$ cat config.mk
export PLATFORM = sky130hd
export DESIGN_NAME = hilo_div_unit
export DESIGN_NICKNAME = d
export VERILOG_FILES = /design/src/rtl/div_pkg.sv /design/src/rtl/divu_core.sv /design/src/rtl/hilo_div_unit.sv
export SDC_FILE = /design/constraint.sdc
export NUM_CORES = 1
export LEC_CHECK = 0
export CORE_MARGIN = 5
export CORE_UTILIZATION = 57
export CTS_CLUSTER_SIZE = 40
export DETAILED_ROUTE_END_ITERATION = 16
export PLACE_DENSITY = 0.88
export SLEW_MARGIN = 20
export SYNTH_ARGS = -nofsm -noshare
export SYNTH_HDL_FRONTEND = slang
export SYNTH_HIERARCHICAL = 1
export SYNTH_SLANG_ARGS = --single-unit
$ cat constraint.sdc
create_clock -name clk -period 3.5 [get_ports clk]
set_input_delay 0.875 -clock clk [delete_from_list [all_inputs] [get_ports clk]]
set_output_delay 0.875 -clock clk [all_outputs]
set_load 0.03 [all_outputs]
$ cat src/rtl/div_pkg.sv
`default_nettype none
// ============================================================================
// Module   : div_pkg
// Brief    : Shared types and constants for the HI/LO divide unit.
// Revision : 1.0 - initial release
// ============================================================================
package div_pkg;

  // Default operand/result width
  localparam int DIV_W = 32;

  // Iteration counter width (holds DIV_W at the default width)
  localparam int CNT_W = 6;

  // Quotient written to LO on divide by zero
  localparam logic [DIV_W-1:0] DZ_QUOT = '1;

  // Divide sequencer states
  typedef enum logic [1:0] {
    IDLE = 2'd0,
    RUN  = 2'd1,
    FIX  = 2'd2
  } state_e;

endpackage : div_pkg
`default_nettype wire

$ cat src/rtl/divu_core.sv
`default_nettype none
// ============================================================================
// Module   : divu_core
// Brief    : Iterative unsigned restoring divider, one quotient bit per cycle.
//            Dividend bits are shifted out of q as quotient bits shift in.
// Revision : 1.0 - initial release
// ============================================================================
module divu_core
  import div_pkg::*;
#(
  parameter int DIV_W = div_pkg::DIV_W
) (
  input  logic             clk,
  input  logic             reset_n,
  input  logic             load,
  input  logic [DIV_W-1:0] dividend,
  input  logic [DIV_W-1:0] divisor,
  output logic [DIV_W-1:0] q,
  output logic [DIV_W-1:0] r,
  output logic             finish
);

  logic [DIV_W-1:0] r_q;
  logic [DIV_W-1:0] r_r;
  logic [DIV_W-1:0] r_d;
  logic [CNT_W-1:0] r_cnt;

  logic [DIV_W:0]   w_trial;
  logic             w_fits;

  // Trial subtraction of the divisor from the shifted partial remainder;
  // the top bit of the (DIV_W+1)-bit difference is the borrow.
  assign w_trial = {r_r, r_q[DIV_W-1]} - {1'b0, r_d};
  assign w_fits  = ~w_trial[DIV_W];

  // Load operands, then resolve one quotient bit per cycle until the counter empties
  always_ff @(posedge clk or negedge reset_n) begin
    if (!reset_n) begin
      r_q   <= '0;
      r_r   <= '0;
      r_d   <= '0;
      r_cnt <= '0;
    end else if (load) begin
      r_q   <= dividend;
      r_r   <= '0;
      r_d   <= divisor;
      r_cnt <= CNT_W'(DIV_W);
    end else if (r_cnt != '0) begin
      if (w_fits) begin
        r_r <= w_trial[DIV_W-1:0];
        r_q <= {r_q[DIV_W-2:0], 1'b1};
      end else begin
        r_r <= {r_r[DIV_W-2:0], r_q[DIV_W-1]};
        r_q <= {r_q[DIV_W-2:0], 1'b0};
      end
      r_cnt <= r_cnt - 1'b1;
    end
  end

  assign q = r_q;
  assign r = r_r;
  // High during the last iteration: the counter reaches 0 on this edge
  assign finish = (r_cnt == CNT_W'(1));

endmodule : divu_core
`default_nettype wire

$ cat src/rtl/hilo_div_unit.sv
`default_nettype none
// ============================================================================
// Module   : hilo_div_unit
// Brief    : MIPS-style HI/LO register pair with an iterative DIV/DIVU engine
//            and MTHI/MTLO write port. LO = quotient, HI = remainder.
// Revision : 1.0 - initial release
// ============================================================================
module hilo_div_unit
  import div_pkg::*;
#(
  parameter int DIV_W = div_pkg::DIV_W
) (
  input  logic             clk,
  input  logic             reset_n,
  input  logic             start,
  input  logic             is_signed,
  input  logic [DIV_W-1:0] op_a,
  input  logic [DIV_W-1:0] op_b,
  input  logic             hi_we,
  input  logic             lo_we,
  input  logic [DIV_W-1:0] wdata,
  output logic [DIV_W-1:0] hi,
  output logic [DIV_W-1:0] lo,
  output logic             busy,
  output logic             stall,
  output logic             done,
  output logic             div_zero
);

  // All-ones quotient replicated to the instance width
  localparam logic [DIV_W-1:0] c_DZ_QUOT = {DIV_W{DZ_QUOT[0]}};

  state_e           r_state;
  state_e           w_state_nxt;
  logic             w_accept;
  logic             w_core_load;

  logic             w_b_zero;
  logic             w_neg_a;
  logic             w_neg_b;
  logic [DIV_W-1:0] w_abs_a;
  logic [DIV_W-1:0] w_abs_b;

  logic [DIV_W-1:0] w_core_q;
  logic [DIV_W-1:0] w_core_r;
  logic             w_core_finish;

  logic             r_sign_q;
  logic             r_sign_r;
  logic             r_div_zero;
  logic [DIV_W-1:0] r_a_raw;
  logic [DIV_W-1:0] r_hi;
  logic [DIV_W-1:0] r_lo;
  logic             r_done;

  // Operand magnitudes; sign bits only matter for DIV
  assign w_b_zero = (op_b == '0);
  assign w_neg_a  = is_signed & op_a[DIV_W-1];
  assign w_neg_b  = is_signed & op_b[DIV_W-1];
  assign w_abs_a  = w_neg_a ? (-op_a) : op_a;
  assign w_abs_b  = w_neg_b ? (-op_b) : op_b;

  // State register
  always_ff @(posedge clk or negedge reset_n) begin
    if (!reset_n) begin
      r_state <= IDLE;
    end else begin
      r_state <= w_state_nxt;
    end
  end

  // Next-state and control: starts are only taken in IDLE; divide by zero bypasses RUN
  always_comb begin
    w_state_nxt = r_state;
    w_accept    = 1'b0;
    w_core_load = 1'b0;
    case (r_state)
      IDLE: begin
        if (start) begin
          w_accept = 1'b1;
          if (w_b_zero) begin
            w_state_nxt = FIX;
          end else begin
            w_state_nxt = RUN;
            w_core_load = 1'b1;
          end
        end
      end
      RUN: begin
        if (w_core_finish) begin
          w_state_nxt = FIX;
        end
      end
      FIX: begin
        w_state_nxt = IDLE;
      end
      default: begin
        w_state_nxt = IDLE;
      end
    endcase
  end

  // Capture result signs, raw dividend and the zero-divisor flag when a divide is accepted
  always_ff @(posedge clk or negedge reset_n) begin
    if (!reset_n) begin
      r_sign_q   <= 1'b0;
      r_sign_r   <= 1'b0;
      r_div_zero <= 1'b0;
      r_a_raw    <= '0;
    end else if (w_accept) begin
      r_sign_q   <= w_neg_a ^ w_neg_b;
      r_sign_r   <= w_neg_a;
      r_div_zero <= w_b_zero;
      r_a_raw    <= op_a;
    end
  end

  // HI/LO: divide results land in FIX; MTHI/MTLO only take effect in IDLE
  always_ff @(posedge clk or negedge reset_n) begin
    if (!reset_n) begin
      r_hi <= '0;
      r_lo <= '0;
    end else if (r_state == FIX) begin
      if (r_div_zero) begin
        r_lo <= c_DZ_QUOT;
        r_hi <= r_a_raw;
      end else begin
        r_lo <= r_sign_q ? (-w_core_q) : w_core_q;
        r_hi <= r_sign_r ? (-w_core_r) : w_core_r;
      end
    end else if (r_state == IDLE) begin
      if (hi_we) begin
        r_hi <= wdata;
      end
      if (lo_we) begin
        r_lo <= wdata;
      end
    end
  end

  // One-cycle completion pulse following the FIX edge
  always_ff @(posedge clk or negedge reset_n) begin
    if (!reset_n) begin
      r_done <= 1'b0;
    end else begin
      r_done <= (r_state == FIX);
    end
  end

  divu_core #(
    .DIV_W (DIV_W)
  ) u_divu_core (
    .clk      (clk),
    .reset_n  (reset_n),
    .load     (w_core_load),
    .dividend (w_abs_a),
    .divisor  (w_abs_b),
    .q        (w_core_q),
    .r        (w_core_r),
    .finish   (w_core_finish)
  );

  assign hi       = r_hi;
  assign lo       = r_lo;
  assign busy     = (r_state != IDLE);
  assign stall    = start | busy;
  assign done     = r_done;
  assign div_zero = r_div_zero;

endmodule : hilo_div_unit
`default_nettype wire

==> reports/metrics.csv, run 1 <==
metric,value,unit
clock_skew,26.6,ps
leakagePower,0.00713,µW
seq_power_share,0.268,
dieArea,0.0269,mm²
crit_top_cell,o211ai_1,
comb_power_share,0.607,
fin_area,0.0165,mm²
cts_sinks,204,
drt_iter0_drc,1754,
io_pins,170,
yosys-top-cells-count,"241 x nand2_1, 204 x dfrtp_1, 156 x o21ai_0",
cts_tree,yes,
start_util,0.578,
path_class,flip-flop to flip-flop,
p_per_area,1080,mW/mm²
holdBufCountCts,0,
crit_required,3910,ps
maxSlewHeadroom,0.337,
hpwl,34.7,mm
routed_wirelength,45.1,mm
grt_first_pass_wirelength,71.2,mm
setup_violations,0,
drive_above_1_share,0.0756,
slowest_delay,460,ps
clockRootBuffer,clkbuf_16,
hold_viol,0,
h-tree-depth,1,
synth.avg_cell_area,8.46,µm²
critPathSlowestCell,dfrtp_1,
cp-start-kind,flip-flop,
status,"finished, final reports clean",
rsz0062_at_grt,no,
core,0.0234,mm²
clkLatencyLatePin,530,ps
synth_edf_count,0,
vias,13523,
clkSlewWorstSetupHoldPaths,60,ps
worst_pin_slew,995,ps
swShare,0.479,
fin_crit_sh,0.958,
grt_max_degree,81,
top_layer,met5,
async_flop_share,1.00,
finalCriticalPeriod,3350,ps
postRouteAntennaNets,0,
pre_cts_slack,41.7,ps
synth_area,0.0135,mm²
port_buffers,169,
crit_family,compound AO/OA/AOI/OAI gates,
antenna_found_initial,2,
viasPerCell,6.43,
power.net_switching,8520,µW
ctsLongestPathBuffers,3,
area_growth,22.2,%
synth.largest_area_cell,dfrtp_1,
synth_top_area_frac,0.377,
post_cts_buffers,0,
grt_remaining_overflow,0,
cp_data_arrival_time,3760,ps
final_core_util,0.707,
met1Wirelength,17.8,mm
clkPwrFrac,0.125,
finalWorstSetupSlack,147,ps
routed-wl-met2,20.1,mm
cts_buffers,22,
finalPower,17800,µW
num-nets-final,1910,
die_h,164,µm
crit_path_end_kind,flip-flop,
grt_pass1_vias,12953,
wl_met3,5.49,mm
synth_cells,1600,
p_int,9290,µW
finalSetupTns,0,ps
num_antenna_cells,0,
post_drt_wl_per_cell,21.4,µm
crit_fanout,20,
yosys_warnings,6,
critical_path_buf_inv_count,1,
seq_area_frac_synth,0.377,
rows,56,
vdd_drop_max,0.000726,V
yosys_most_used_dff,dfrtp_1,
cts_resized,0,
max_freq,298,MHz
synth_nets,1741,
yosysMostFrequentCell,nand2_1,
synthTopCellsByArea,"dfrtp_1 38%, nand2_1 6.7%, o21ai_0 5.8%",
hold_path.class,input port to asynchronous set/reset pin,
crit_path_cell_trace,ha_1 -> nand3_1 -> o211ai_1 -> a21oi_1 -> a2111oi_4 -> nor2_2 -> o31ai_4 -> xor2_2 -> buf_12 -> nand2_2 -> o211ai_1,
die_w,164,µm
drv_slew,0,
first_pass_iters,8,
drc_errors,0,
synth_cell_types,73,
placed_area,0.0159,mm²
grt_use_total,0.333,
finalWeightedCongestion,1.03,
max_cap_violations,0,
ys_ff_latch,204,
-- cell type report --
class / instances / area (µm²)
multi-input cells: 1239 / 7830
fillers: 1835 / 6860
flip-flops and latches: 204 / 5100
repair buffers: 242 / 2290
clock buffers: 35 / 649
well taps: 319 / 399
inverters: 60 / 225
clock inverters: 5 / 38.8
-- worst register-to-register path: cells and delay by family, from the launching register on --
| kind | cells | cell delay (ps) |
|---|---|---|
| compound gates | 5 | 1470 |
| xor+xnor | 1 | 220 |
| fa+ha+maj | 1 | 430 |
| buf+inv | 1 | 210 |
| flops | 1 | 460 |
| simple gates | 3 | 440 |
-- cells by family after synthesis --
kind of cell | after synthesis | share of synthesized area
adders and majority gates | 39 | 0.0366
and+or+nand+nor | 536 | 0.186
buffers and inverters | 157 | 0.0459
muxes | 57 | 0.0423
DFF | 204 | 0.377
AOI/OAI and AO/OA | 463 | 0.219
xor gates and xnor gates | 144 | 0.0932
-- registers in the layout, indices dropped and copies added (netlist names) --
register,count
div_zero,1
r_sign_r,1
hi,32
done,1
r_state,2
u_divu_core/r_d,32
u_divu_core/r_cnt,6
u_divu_core/r,32
u_divu_core/q,32
r_a_raw,32
lo,32
r_sign_q,1
-- power by group through the flow --
stage / clock [µW] / combinational (µW) / sequential [µW]
2_1_floorplan: 0 / 6450 / 5020
6_report: 2230 / 10800 / 4770
5_1_grt: 2350 / 11700 / 4870
3_3_place_gp: 0 / 10200 / 4650
3_5_place_dp: 0 / 10500 / 4720
4_1_cts: 2240 / 10600 / 4690
-- layout by cell type (no fill, tap or decap), drive strengths merged, types with 6 or more instances in the layout --
cell           synthesis  routed
or2                    6       6
nor3                  31      31
buf                   16      73
clkdlybuf4s50          0     168
o41ai                 26      26
a31oi                 23      23
nand4                 12      12
a21o                   9       9
mux2i                 55      55
nand3b                 6       6
xnor2                 59      59
nor2b                  6       6
o31ai                 29      29
xor2                  85      85
o21ai                160     160
nor4                  19      19
o211ai                 8       8
nor2                 101     101
inv                   60      60
or3                   31      31
nand2                242     242
a222oi                 7       7
a211oi                31      31
clkbuf                81      36
nand4b                 7       7
o22ai                 28      28
a21oi                 91      91
or4                   15      15
nand2b                11      11
ha                    38      38
dfrtp                204     204
nand3                 18      18
and3                  17      17
a22oi                  8       8
and2                   8       8
-- final timing paths --
| check | cells past startpoint | start | slack (ps) | end |
|---|---|---|---|---|
| worst max-delay path | 11 | u_divu_core/r[8] | 150 | u_divu_core/r[30] |
| worst min register to register | 2 | lo[2] | 480 | lo[2] |
| worst min-delay path | 1 | reset_n | 400 | lo[23] |
| max in group asynchronous | 2 | reset_n | 2280 | r_a_raw[24] |
| worst max register to register | 11 | u_divu_core/r[8] | 150 | u_divu_core/r[30] |
| min in group clk | 2 | lo[2] | 480 | lo[2] |
-- layer usage --
metal / vias up / track usage
met5: - / 0
met2: 839 / 0.528
met4: 4 / 0.116
met3: 134 / 0.0713
met1: 6450 / 0.455
li1: 6096 / -
-- metrics by stage --
step | hold WS [ps] | cells
after global routing | 436 | 2104
after detailed placement | 464 | 2064
final | 399 | 2104
after CTS | 415 | 2104
after global placement | 458 | 2064
after floorplan | 437 | 1600
Power figures use the tool's default switching activity.
==> run 2, diff against run 1 <==
- CORE_UTILIZATION: 57 -> 35
- PLACE_DENSITY: 0.88 -> 0.61
==> run 2 against run 1 <==
Against the previous run:
- register-to-register slack improved by 110 ps
- combinational power barely moved
- clock skew fell by 8.9 ps
- fmax rose by 3.5%
- sequential share of layout area fell by 0.98 points
- critical path type unchanged
- largest cell class unchanged
==> reports/metrics.csv, run 2 (synthesis results as in run 1) <==
metric,value,unit,change
finalWorstSetupSlack,259,ps,was 147 ps
cts_sinks,204,,unchanged
final_cell_mix,"240 x nand2_1, 204 x dfrtp_1, 168 x clkdlybuf4s50_1",,unchanged
max_freq,309,MHz,was 298 MHz
ctsLongestPathBuffers,3,,unchanged
path_class,flip-flop to flip-flop,,unchanged
maxSlewHeadroom,0.261,,was 0.337
holdBufCountCts,0,,unchanged
finalCriticalPeriod,3240,ps,was 3350 ps
pre_cts_slack,135,ps,was 41.7 ps
start_util,0.352,,was 0.578
final_core_util,0.444,,was 0.707
power.net_switching,8380,µW,was 8520 µW
worst_r2r_endpoint,u_divu_core/r[29],,was u_divu_core/r[30]
p_per_area,1060,mW/mm²,was 1080 mW/mm²
num-nets-final,1927,,was 1910
cts_tree,yes,,unchanged
vias,12862,,was 13523
antenna_found_initial,0,,was 2
num_antenna_cells,0,,unchanged
crit_fanout,20,,unchanged
hold_path.class,input port to asynchronous set/reset pin,,unchanged
rows,72,,was 56
io_pins,170,,unchanged
die_w,207,µm,was 164 µm
h-tree-depth,1,,unchanged
routed_wirelength,46.6,mm,was 45.1 mm
clkPwrFrac,0.149,,was 0.125
grt_pass1_vias,12374,,was 12953
postRouteAntennaNets,0,,unchanged
grt_remaining_overflow,0,,unchanged
drive_above_1_share,0.0876,,was 0.0756
routed-wl-met2,21.1,mm,was 20.1 mm
vdd_drop_max,0.000471,V,was 0.000726 V
grt_max_degree,76,,was 81
port_buffers,169,,unchanged
core,0.0385,mm²,was 0.0234 mm²
swShare,0.463,,was 0.479
finalWeightedCongestion,0.880,,was 1.03
drt_iter0_drc,1025,,was 1754
wl_met3,3.64,mm,was 5.49 mm
n_fill_cell,3843,,was 1835
clkSlewWorstSetupHoldPaths,60,ps,about the same
fin_crit_sh,0.926,,was 0.958
status,"finished, final reports clean",,unchanged
die_h,207,µm,was 164 µm
first_pass_iters,5,,was 8
fin_area,0.0171,mm²,was 0.0165 mm²
dieArea,0.0427,mm²,was 0.0269 mm²
hold_viol,0,,unchanged
grt_use_total,0.213,,was 0.333
grt_first_pass_wirelength,72.2,mm,was 71.2 mm
crit_required,3940,ps,was 3910 ps
clock_skew,17.6,ps,was 26.6 ps
viasPerCell,5.54,,was 6.43
fin_cells,2322,,was 2104
cp-start-kind,flip-flop,,unchanged
worst_pin_slew,1100,ps,was 995 ps
finalSetupTns,0,ps,unchanged
met1Wirelength,20.4,mm,was 17.8 mm
clockRootBuffer,clkbuf_16,,unchanged
layout_commonest_cell,nand2_1,,unchanged
rr_startpoint,u_divu_core/r[6],,was u_divu_core/r[8]
p_int,9710,µW,was 9290 µW
area_growth,26.3,%,was 22.2%
setup_violations,0,,unchanged
top_layer,met4,,was met5
post_drt_wl_per_cell,20.1,µm,was 21.4 µm
placed_area,0.0162,mm²,was 0.0159 mm²
drv_slew,0,,unchanged
crit_path_end_kind,flip-flop,,unchanged
drc_errors,0,,unchanged
cp_data_arrival_time,3680,ps,was 3760 ps
reg2reg_slack,260,ps,was 150 ps
leakagePower,0.00731,µW,was 0.00713 µW
post-place-cells,2277,,was 2064
cts_buffers,25,,was 22
r2r_cells,12,,was 11
seq_power_share,0.256,,was 0.268
comb_power_share,0.595,,was 0.607
clkLatencyLatePin,540,ps,was 530 ps
hpwl,36.2,mm,was 34.7 mm
startpoint,u_divu_core/r[6],,was u_divu_core/r[8]
rsz0062_at_grt,no,,unchanged
max_cap_violations,0,,unchanged
-- run 2: cell types whose count changed in the layout (fill, tap and decap cells not counted), sizes merged --
cell      previous run  this run
clkinvlp             1         0
clkbuf              36        35
bufinv               0         3
buf                 73        87
clkinv               4         7
inv                 60        61
-- run 2: power by group through the flow --
stage               Combinational, µW  Clock, µW  Sequential [µW]
floorplan                        6450          0             5020
global placement                10500          0             4610
detailed placement              10700          0             4640
CTS                             10700       2730             4600
global route                    11900       2830             4770
finish                          10800       2690             4640
-- run 2: timing repair --
| item | 4_1_cts | 5_1_grt |
|---|---|---|
| resized for setup | 0 | 2 |
| endpoints found under the setup margin | 0 | 18 |
| buffers inserted | 0 | 0 |
-- run 2: worst max path at each step --
stage	endpoint	depth (start not counted)
after global routing	u_divu_core/r[29]	14
final	u_divu_core/r[29]	12
after global placement	u_divu_core/q[30]	8
after floorplan	u_divu_core/r[2]	9
after CTS	u_divu_core/r[29]	14
after detailed placement	u_divu_core/q[30]	8
-- run 2: layout make-up --
class / instances / area (µm²) / area share
Multi-Input combinational cell: 1239 / 7840 / 0.459
Sequential cell: 204 / 5100 / 0.299
Timing Repair Buffer: 256 / 2420 / 0.142
Clock buffer: 34 / 709 / 0.0415
Tap cell: 518 / 648 / 0.0379
Inverter: 60 / 225 / 0.0132
Clock inverter: 11 / 138 / 0.00805
-- run 2: per-stage QoR --
| step | hold slack (ps) | total power [µW] |
|---|---|---|
| after global placement | 462 | 15100 |
| after detailed placement | 466 | 15300 |
| after global routing | 364 | 19500 |
| after floorplan | 437 | 11500 |
| final | 326 | 18100 |
| after CTS | 347 | 18100 |
-- run 2: critical path, stage by stage, from the launching register on --
cell and delay [ps]:
dfrtp_1 410, ha_1 380, a21oi_1 110, o211ai_1 230, a21oi_1 100, buf_4 160, a2111oi_4 400, nor2_2 120
o31ai_4 370, xor2_2 210, buf_12 210, nand2_2 190, o211ai_1 240
-- run 2: layer usage --
metal,GRT usage,vias to the layer above
met5,0,-
met4,0.0687,0
met3,0.0336,71
met2,0.345,463
met1,0.294,6180
li1,-,6148
==> run 3, diff against run 2 <==
- CORE_MARGIN: 5 -> unset
- CTS_BUF_LIST: unset -> sky130_fd_sc_hd__clkbuf_16
==> run 3 against run 2 <==
Against the previous run:
- sequential power up 1%
- fmax shrank 1.3%
- final cell count is essentially flat
- flip-flop and latch count unchanged
- critical path type is now input port to output pin
==> reports/metrics.csv, run 3 (synthesis results as in run 1) <==
metric,value,unit,change
status,"finished, final reports clean",,unchanged
grt_pass1_vias,12320,,was 12374
hpwl,36.5,mm,was 36.2 mm
crit_path_cell_trace,clkdlybuf4s50_1 -> or3_1 -> clkdlybuf4s50_1,,was ha_1 -> a21oi_1 -> o211ai_1 -> a21oi_1 -> buf_4 -> a2111oi_4 -> nor2_2 -> o31ai_4 -> xor2_2 -> buf_12 -> nand2_2 -> o211ai_1
hold_path.class,input port to asynchronous set/reset pin,,unchanged
drive_above_1_share,0.0895,,was 0.0876
antenna_found_initial,0,,unchanged
cts_buffers,24,,was 25
core,0.0378,mm²,was 0.0385 mm²
cp-start-kind,input port,,was flip-flop
setup_violations,0,,unchanged
crit_path_end_kind,output pin,,was flip-flop
rows,71,,was 72
clkLatencyLatePin,540,ps,about the same
cp_data_arrival_time,2410,ps,was 3680 ps
num-nets-final,1934,,was 1927
dieArea,0.0395,mm²,was 0.0427 mm²
grt_use_total,0.237,,was 0.213
drv_slew,0,,unchanged
finalWeightedCongestion,0.905,,was 0.880
reg2reg_slack,250,ps,was 260 ps
area_growth,26.3,%,about the same
hold_viol,0,,unchanged
num_antenna_cells,0,,unchanged
finalSetupTns,0,ps,unchanged
routed_wirelength,47.0,mm,was 46.6 mm
finalCriticalPeriod,3280,ps,was 3240 ps
port_buffers,169,,unchanged
layout_commonest_cell,nand2_1,,unchanged
final_cell_mix,"240 x nand2_1, 204 x dfrtp_1, 168 x clkdlybuf4s50_1",,unchanged
vdd_drop_max,0.000475,V,was 0.000471 V
h-tree-depth,1,,unchanged
p_per_area,1070,mW/mm²,was 1060 mW/mm²
viasPerCell,5.65,,was 5.54
drc_errors,0,,unchanged
drt_iter0_drc,1272,,was 1025
maxSlewHeadroom,0.298,,was 0.261
cts_sinks,204,,unchanged
post_drt_wl_per_cell,20.2,µm,was 20.1 µm
grt_remaining_overflow,0,,unchanged
crit_required,2620,ps,was 3940 ps
postRouteAntennaNets,0,,unchanged
post_cts_buffers,0,,unchanged
clkSlewWorstSetupHoldPaths,60,ps,about the same
crit_fanout,3,,was 20
max_cap_violations,0,,unchanged
clockRootBuffer,clkbuf_16,,unchanged
die_w,199,µm,was 207 µm
grt_max_degree,106,,was 76
slowest_delay,630,ps,was 410 ps
placed_area,0.0163,mm²,was 0.0162 mm²
fin_area,0.0171,mm²,about the same
start_util,0.358,,was 0.352
n_fill_cell,3746,,was 3843
critPathSlowestCell,clkdlybuf4s50_1,,was dfrtp_1
max_freq,305,MHz,was 309 MHz
clock_skew,34.7,ps,was 17.6 ps
cts_tree,yes,,unchanged
grt_first_pass_wirelength,72.5,mm,was 72.2 mm
leakagePower,0.00734,µW,was 0.00731 µW
rsz0062_at_grt,no,,unchanged
fin_crit_sh,0.938,,was 0.926
die_h,199,µm,was 207 µm
crit_top_cell,clkdlybuf4s50_1,,
first_pass_iters,7,,was 5
vias,13113,,was 12862
worst_pin_slew,1050,ps,was 1100 ps
ctsLongestPathBuffers,3,,unchanged
path_class,input port to output pin,,was flip-flop to flip-flop
io_pins,170,,unchanged
[run 3: cell count changes in the layout (fill, tap and decap cells not counted), moves of 2 or more]
cell,before,now
buf_4,81,89
clkinv_1,0,2
clkbuf_8,6,1
clkbuf_1,4,0
inv_1,60,65
[run 3: repair_timing]
| item | in CTS | in global routing |
|---|---|---|
| endpoints found under the setup margin | 0 | 9 |
| resized for setup | 0 | 1 |
| hold buffers | 0 | 0 |
[run 3: worst paths after layout]
check	startpoint	endpoint	cells past startpoint
hold / removal	reset_n	u_divu_core/q[28]	1
hold reg to reg	r_a_raw[30]	r_a_raw[30]	2
min in group clk	r_a_raw[30]	r_a_raw[30]	2
setup / recovery	start	stall	3
setup reg to reg	u_divu_core/r_d[0]	u_divu_core/r[2]	13
max in group asynchronous	reset_n	hi[12]	2
[run 3: layout make-up]
cell class	instances	area [µm²]	area share
flip-flops and latches	204	5100	0.299
clock buffers	24	601	0.0351
clock inverters	19	204	0.0119
repair buffers	264	2480	0.145
inverters	60	225	0.0132
multi-input cells	1239	7840	0.459
well taps	511	639	0.0374
[run 3: worst max-delay path, delay by kind of cell]
family | cells | cell delay [ps]
buffers and inverters | 2 | 1130
AND/OR/NAND/NOR | 1 | 400
[run 3: report_power, final]
group | switching, µW | internal [µW] | leakage (µW)
Sequential | 1180 | 3530 | 0.00249
Combinational | 6290 | 4640 | 0.00443
Clock | 1040 | 1540 | 0.000413
Total | 8510 | 9710 | 0.00734
[run 3: through the flow]
| step | cells | power [µW] | worst slack (ps) | hold WS (ps) | util |
|---|---|---|---|---|---|
| global route | 2321 | 19500 | 59.2 | 443 | 0.452 |
| detailed placement | 2278 | 15500 | 59.7 | 462 | 0.430 |
| global placement | 2278 | 15300 | 126 | 464 | 0.430 |
| floorplan | 1600 | 11500 | 312 | 437 | - |
| CTS | 2321 | 18100 | 182 | 426 | 0.452 |
| finish | 2321 | 18200 | 217 | 385 | 0.452 |
[run 3: layer usage]
metal	up-vias	routed length, µm	track usage
li1	6168	-	-
met1	6356	21400	0.338
met2	524	20600	0.370
met3	65	3820	0.0371
met4	0	1190	0.0630
met5	-	0	0
